## config.mk

```make
export PLATFORM = sky130hd
export DESIGN_NAME = mc_control_fsm
export DESIGN_NICKNAME = d
export VERILOG_FILES = /design/src/rtl/mc_control_fsm.sv
export SDC_FILE = /design/constraint.sdc
export NUM_CORES = 1
export LEC_CHECK = 0
export CORE_ASPECT_RATIO = 0.75
export CORE_UTILIZATION = 52
export DETAILED_ROUTE_END_ITERATION = 8
export GPL_TIMING_DRIVEN = 0
export PLACE_DENSITY = 0.86
export SYNTH_ARGS = -nofsm -noshare
export SYNTH_HDL_FRONTEND = slang
export SYNTH_SLANG_ARGS = --single-unit
```

## constraint.sdc

```tcl
create_clock -name clk -period 4.4 [get_ports clk]
set_input_delay 0.44 -clock clk [delete_from_list [all_inputs] [get_ports clk]]
set_output_delay 0.44 -clock clk [all_outputs]
set_load 0.05 [all_outputs]
```

## src/rtl/mc_control_fsm.sv

```systemverilog
// mc_control_fsm
// Moore control sequencer for the multicycle CPU datapath. One state per
// cycle; every control strobe and mux select is decoded from the current
// state, so nothing can glitch high while reset holds the machine in INIT.
// The opcode is captured in DECODE so later states never see a changed
// instruction register value.

module mc_control_fsm (
  input  logic        clk,
  input  logic        reset,
  input  logic [5:0]  Opcode,
  output logic        PCWrite,
  output logic        PCWriteCond,
  output logic        IRWrite,
  output logic        MemWrite,
  output logic        RegWrite,
  output logic        MemToReg,
  output logic        ALUSrcA,
  output logic [1:0]  ALUSrcB,
  output logic [2:0]  ALUOp,
  output logic [1:0]  PCSource,
  output logic [3:0]  state,
  output logic        halted,
  output logic [31:0] instr_count
);

  // State encodings are visible on the debug port, so they are fixed values.
  localparam logic [3:0] ST_INIT     = 4'd0;
  localparam logic [3:0] ST_FETCH    = 4'd1;
  localparam logic [3:0] ST_DECODE   = 4'd2;
  localparam logic [3:0] ST_EXEC_R   = 4'd3;
  localparam logic [3:0] ST_EXEC_I   = 4'd4;
  localparam logic [3:0] ST_ALUWB    = 4'd5;
  localparam logic [3:0] ST_MEMADDR  = 4'd6;
  localparam logic [3:0] ST_MEMREAD  = 4'd7;
  localparam logic [3:0] ST_MEMWB    = 4'd8;
  localparam logic [3:0] ST_MEMWRITE = 4'd9;
  localparam logic [3:0] ST_BRANCH   = 4'd10;
  localparam logic [3:0] ST_JUMP     = 4'd11;
  localparam logic [3:0] ST_HALT     = 4'd12;

  // Opcode map of the supported instruction set.
  localparam logic [5:0] OP_ADD  = 6'b000000;
  localparam logic [5:0] OP_SUB  = 6'b000001;
  localparam logic [5:0] OP_AND  = 6'b000010;
  localparam logic [5:0] OP_OR   = 6'b000011;
  localparam logic [5:0] OP_SLT  = 6'b000100;
  localparam logic [5:0] OP_ADDI = 6'b001000;
  localparam logic [5:0] OP_LW   = 6'b100011;
  localparam logic [5:0] OP_SW   = 6'b101011;
  localparam logic [5:0] OP_BNE  = 6'b000101;
  localparam logic [5:0] OP_J    = 6'b000111;

  // ALU function codes.
  localparam logic [2:0] ALU_ADD = 3'b000;
  localparam logic [2:0] ALU_SUB = 3'b001;

  // Mux select codes.
  localparam logic [1:0] SRCB_REG   = 2'b00;
  localparam logic [1:0] SRCB_ONE   = 2'b01;
  localparam logic [1:0] SRCB_IMM   = 2'b10;
  localparam logic [1:0] PCSRC_ALU  = 2'b00;
  localparam logic [1:0] PCSRC_BR   = 2'b01;
  localparam logic [1:0] PCSRC_JMP  = 2'b10;

  logic [3:0]  r_state;
  logic [3:0]  w_nextState;
  logic [5:0]  r_op;
  logic [31:0] r_instrCount;
  logic        w_retire;

  // State register; reset drops straight back to INIT from anywhere.
  always_ff @(posedge clk or posedge reset) begin
    if (reset) begin
      r_state <= ST_INIT;
    end else begin
      r_state <= w_nextState;
    end
  end

  // Capture the opcode while in DECODE so execute states use a stable copy.
  always_ff @(posedge clk or posedge reset) begin
    if (reset) begin
      r_op <= '0;
    end else if (r_state == ST_DECODE) begin
      r_op <= Opcode;
    end
  end

  // Next-state logic; only DECODE looks at the live opcode.
  always_comb begin
    w_nextState = ST_INIT;
    case (r_state)
      ST_INIT:   w_nextState = ST_FETCH;
      ST_FETCH:  w_nextState = ST_DECODE;
      ST_DECODE: begin
        case (Opcode)
          OP_ADD, OP_SUB, OP_AND, OP_OR, OP_SLT: w_nextState = ST_EXEC_R;
          OP_ADDI:                               w_nextState = ST_EXEC_I;
          OP_LW, OP_SW:                          w_nextState = ST_MEMADDR;
          OP_BNE:                                w_nextState = ST_BRANCH;
          OP_J:                                  w_nextState = ST_JUMP;
          default:                               w_nextState = ST_HALT;
        endcase
      end
      ST_EXEC_R:   w_nextState = ST_ALUWB;
      ST_EXEC_I:   w_nextState = ST_ALUWB;
      ST_ALUWB:    w_nextState = ST_FETCH;
      ST_MEMADDR:  w_nextState = (r_op == OP_LW) ? ST_MEMREAD : ST_MEMWRITE;
      ST_MEMREAD:  w_nextState = ST_MEMWB;
      ST_MEMWB:    w_nextState = ST_FETCH;
      ST_MEMWRITE: w_nextState = ST_FETCH;
      ST_BRANCH:   w_nextState = ST_FETCH;
      ST_JUMP:     w_nextState = ST_FETCH;
      ST_HALT:     w_nextState = ST_HALT;
      default:     w_nextState = ST_INIT;
    endcase
  end

  // An instruction retires on the edge leaving its final state.
  always_comb begin
    w_retire = 1'b0;
    case (r_state)
      ST_ALUWB, ST_MEMWB, ST_MEMWRITE, ST_BRANCH, ST_JUMP: w_retire = 1'b1;
      default: w_retire = 1'b0;
    endcase
  end

  // Retired-instruction counter, free-running wrap at 32 bits.
  always_ff @(posedge clk or posedge reset) begin
    if (reset) begin
      r_instrCount <= '0;
    end else if (w_retire) begin
      r_instrCount <= r_instrCount + 32'd1;
    end
  end

  // Moore output decode; anything not named for a state stays 0.
  always_comb begin
    PCWrite     = 1'b0;
    PCWriteCond = 1'b0;
    IRWrite     = 1'b0;
    MemWrite    = 1'b0;
    RegWrite    = 1'b0;
    MemToReg    = 1'b0;
    ALUSrcA     = 1'b0;
    ALUSrcB     = SRCB_REG;
    ALUOp       = ALU_ADD;
    PCSource    = PCSRC_ALU;
    halted      = 1'b0;
    case (r_state)
      ST_FETCH: begin
        IRWrite = 1'b1;
        ALUSrcB = SRCB_ONE;
        PCWrite = 1'b1;
      end
      ST_EXEC_R: begin
        ALUSrcA = 1'b1;
        ALUSrcB = SRCB_REG;
        ALUOp   = r_op[2:0];
      end
      ST_EXEC_I, ST_MEMADDR: begin
        ALUSrcA = 1'b1;
        ALUSrcB = SRCB_IMM;
        ALUOp   = ALU_ADD;
      end
      ST_ALUWB: begin
        RegWrite = 1'b1;
        MemToReg = 1'b0;
      end
      ST_MEMWB: begin
        RegWrite = 1'b1;
        MemToReg = 1'b1;
      end
      ST_MEMWRITE: begin
        MemWrite = 1'b1;
        ALUSrcB  = SRCB_REG;
      end
      ST_BRANCH: begin
        ALUSrcA     = 1'b1;
        ALUSrcB     = SRCB_REG;
        ALUOp       = ALU_SUB;
        PCWriteCond = 1'b1;
        PCSource    = PCSRC_BR;
      end
      ST_JUMP: begin
        PCWrite  = 1'b1;
        PCSource = PCSRC_JMP;
      end
      ST_HALT: begin
        halted = 1'b1;
      end
      default: begin
        halted = 1'b0;
      end
    endcase
  end

  assign state       = r_state;
  assign instr_count = r_instrCount;

endmodule

```

==> Implementation_results.wiki <==
{| class="wikitable"
! Metric !! Value
|-
| Result of the run || finished, final reports clean
|-
| Capturing element type of the critical path || output port
|-
| Tightest Pin Transition || 836 ps
|-
| Post-Synthesis Mean Instance Area || 10.6 µm²
|-
| Hold Path Class || register to register
|-
| Cts-stage hold buffer count || 0
|-
| Final setup violation count || 0
|-
| Primary flip-flop cell chosen by synthesis mapping || dfrtp_1
|-
| Clock latency reported for the late side of the worst-skew pair || 300 ps
|-
| Total nets after synthesis || 222
|-
| Number of pins with negative max-slew slack in the final report || 0
|-
| Nets || 287
|-
| Starting Density || 0.548
|-
| Buffering stage count on the worst path with inverters included || 3
|-
| Number of cells produced by synthesis || 213
|-
| List of cells traversed by the critical path || buf_2 > buf_1 > nand2_1 > nor2_1 > a21oi_1 > nor2_1 > clkdlybuf4s50_1
|-
| Synthesized cell area || 2250 µm²
|-
| Clock tree root buffer cell || clkbuf_8
|-
| Largest net degree at the start of global routing || 43
|-
| Setup clock skew after layout || 7.72 ps
|-
| Commonest non-fill, non-tap cell in the layout || clkdlybuf4s50_1
|-
| Largest incremental delay on the critical path || 810 ps
|-
| Power Density || 564 nW/µm²
|-
| Layout cell share with drive strength beyond 1 || 0.108
|-
| Number of warnings printed during yosys synthesis || 0
|-
| Remaining Overflow, GRT || 0
|-
| Antenna violations before repair || 0
|-
| RSZ-0062 raised after global routing || no
|-
| Total number of vias || 1,867
|-
| Drt first pass iters || 4
|-
| Core Rows || 20
|-
| Max stage delay cell, worst path || clkdlybuf4s50_1
|-
| Count of filler cells inserted in the layout || 301
|-
| Buffer count from post-CTS setup fixing || 0
|-
| Height of the die || 58.9 µm
|-
| HPWL after DPL || 3.51 mm
|-
| Fin. Hold Viols || 0
|-
| Maximum buffer depth of the clock tree || 2
|-
| Via count of the first global-routing pass || 1,659
|-
| Cell family with the largest share of critical-path delay || buffers and inverters
|-
| Time the final worst path needs with I/O delays and setup || 2840 ps
|-
| Crit path max fanout || 10
|-
| Width of the die || 77.9 µm
|-
| Worst vdd rail ir drop || 0.469 mV
|-
| Setup_tns || 0 ps
|-
| H-tree levels || 2
|-
| Max Cap Viol || 0
|-
| Final Core Density || 0.725
|-
| Final antenna-violating net count || 0
|-
| Critical path class || register to output port
|-
| Number of synthesized register bits || 42
|-
| Worst endpoint required time || 3960 ps
|-
| First-pass GRT wire length || 8.24 mm
|-
| Total global-route track usage || 0.241
|-
| Arrival time at the worst endpoint || 2400 ps
|-
| Clk slew on worst S/H paths || 80 ps
|-
| Most used cells in the layout excluding fill and tap cells || clkdlybuf4s50_1, dfrtp_1, xnor2_1
|-
| Cts bufs inserted || 5
|-
| Clock Sink Count || 42
|-
| DRC violations left || 0
|-
| Async set or reset register ratio after synthesis || 1.00
|-
| Number of top-level pins || 59
|-
| Max Fclk || 352 MHz
|-
| Final design instance area without fill || 2980 µm²
|-
| Via density per instance || 5.61
|-
| Startpoint class of the critical path || register
|-
| Per-cell routed wire length || 14.9 µm
|-
| Area post-placement || 2900 µm²
|-
| Final weighted congestion in routability-driven placement || 0.859
|-
| Static leakage power || 1.17 nW
|-
| Total inserted antenna cells || 0
|-
| Floorplan Core Area || 4100 µm²
|-
| Most prevalent standard cell on the critical path || nor2_1
|-
| Remaining max-slew budget at the tightest pin || 0.442
|-
| Worst hold slack || 500 ps
|-
| Die area || 4590 µm²
|-
| Wire length after detailed routing || 4.96 mm
|-
| Sequential area share after synthesis || 0.467
|-
| Setup slack of the most critical reg-to-reg path || 2670 ps
|-
| Number of distinct standard cells referenced by the synthesized netlist || 41
|-
| Iter 0 DRT Violations || 102
|-
| Number of enable-type register cells in the synthesized netlist || 0
|-
| Area added between synthesis and finish || 32.4%
|-
| Final critical-path share of the clock period || 0.646
|-
| Clock tree from TritonCTS || built
|-
| Post-CTS sizing || 0
|-
| Buffers added on ports || 58
|}
layout make-up:
type,instances,area [µm²],area share
plain buffers,13,96.3,0.0324
clock buffers,5,68.8,0.0231
clock inverters,2,10.0,0.00336
inverters,5,18.8,0.00631
multi-input cells,153,1080,0.364
flip-flops and latches,42,1050,0.353
well taps,55,68.8,0.0231
repair buffers,58,581,0.195
power breakdown:
group | switching [mW] | leakage (nW) | internal, mW | total [mW]
clock network | 0.130 | 0.0438 | 0.107 | 0.237
logic | 0.589 | 0.567 | 0.331 | 0.921
registers | 0.0630 | 0.558 | 0.457 | 0.520
state kept, by name, indices dropped and copies added (netlist names):
register and count:
state 4, instr_count 32, r_op 6
path summary, 6_finish.rpt:
kind	startpoint	cells after the start	endpoint
max	state[2]$_DFF_PP0_	7	RegWrite
min	instr_count[13]$_DFFE_PP0P_	1	instr_count[13]$_DFFE_PP0P_
max reg2reg	state[0]$_DFF_PP0_	4	r_op[1]$_DFFE_PP0P_
min reg2reg	instr_count[13]$_DFFE_PP0P_	1	instr_count[13]$_DFFE_PP0P_
max in group asynchronous	reset	2	instr_count[24]$_DFFE_PP0P_
min in group asynchronous	reset	2	state[3]$_DFF_PP0_
metal layers:
layer,track usage,wire [µm],part of all wire
met5,0,0,0
met4,0.0714,59,0.012
met1,0.357,2430,0.49
met2,0.353,2140,0.43
met3,0.0605,328,0.066
Yosys cell counts, drive strengths merged, types with 2 or more instances:
cell | count | area share
nand3b | 2 | 0.0067
dfrtp | 42 | 0.47
nand3 | 14 | 0.031
nand2b | 4 | 0.012
buf | 9 | 0.036
clkbuf | 4 | 0.0072
a21oi | 4 | 0.014
nand2 | 12 | 0.020
o21ai | 5 | 0.011
xor2 | 2 | 0.0078
nand4 | 17 | 0.047
a2111oi | 2 | 0.0078
mux2 | 7 | 0.035
and2 | 6 | 0.017
and4 | 7 | 0.027
inv | 5 | 0.0083
xnor2 | 31 | 0.12
nor3 | 10 | 0.027
and3 | 5 | 0.014
nor2 | 12 | 0.020
cells by family after synthesis:
family / Yosys count / share of synthesized area
compound gates: 18 / 0.0634
xor+xnor: 33 / 0.129
fa+ha+maj: 1 / 0.00556
buf+inv: 18 / 0.0512
flops: 42 / 0.467
mux: 7 / 0.0351
simple gates: 94 / 0.249
stage by stage:
| step | std cells | setup slack [ps] | total power [mW] |
|---|---|---|---|
| floorplan | 213 | 1380 | 1.18 |
| global placement | 326 | 1920 | 1.42 |
| detailed placement | 326 | 1890 | 1.44 |
| CTS | 333 | 1560 | 1.68 |
| global route | 333 | 1420 | 1.77 |
| finish | 333 | 1560 | 1.68 |
No activity file was read; power rests on OpenSTA's default activity.
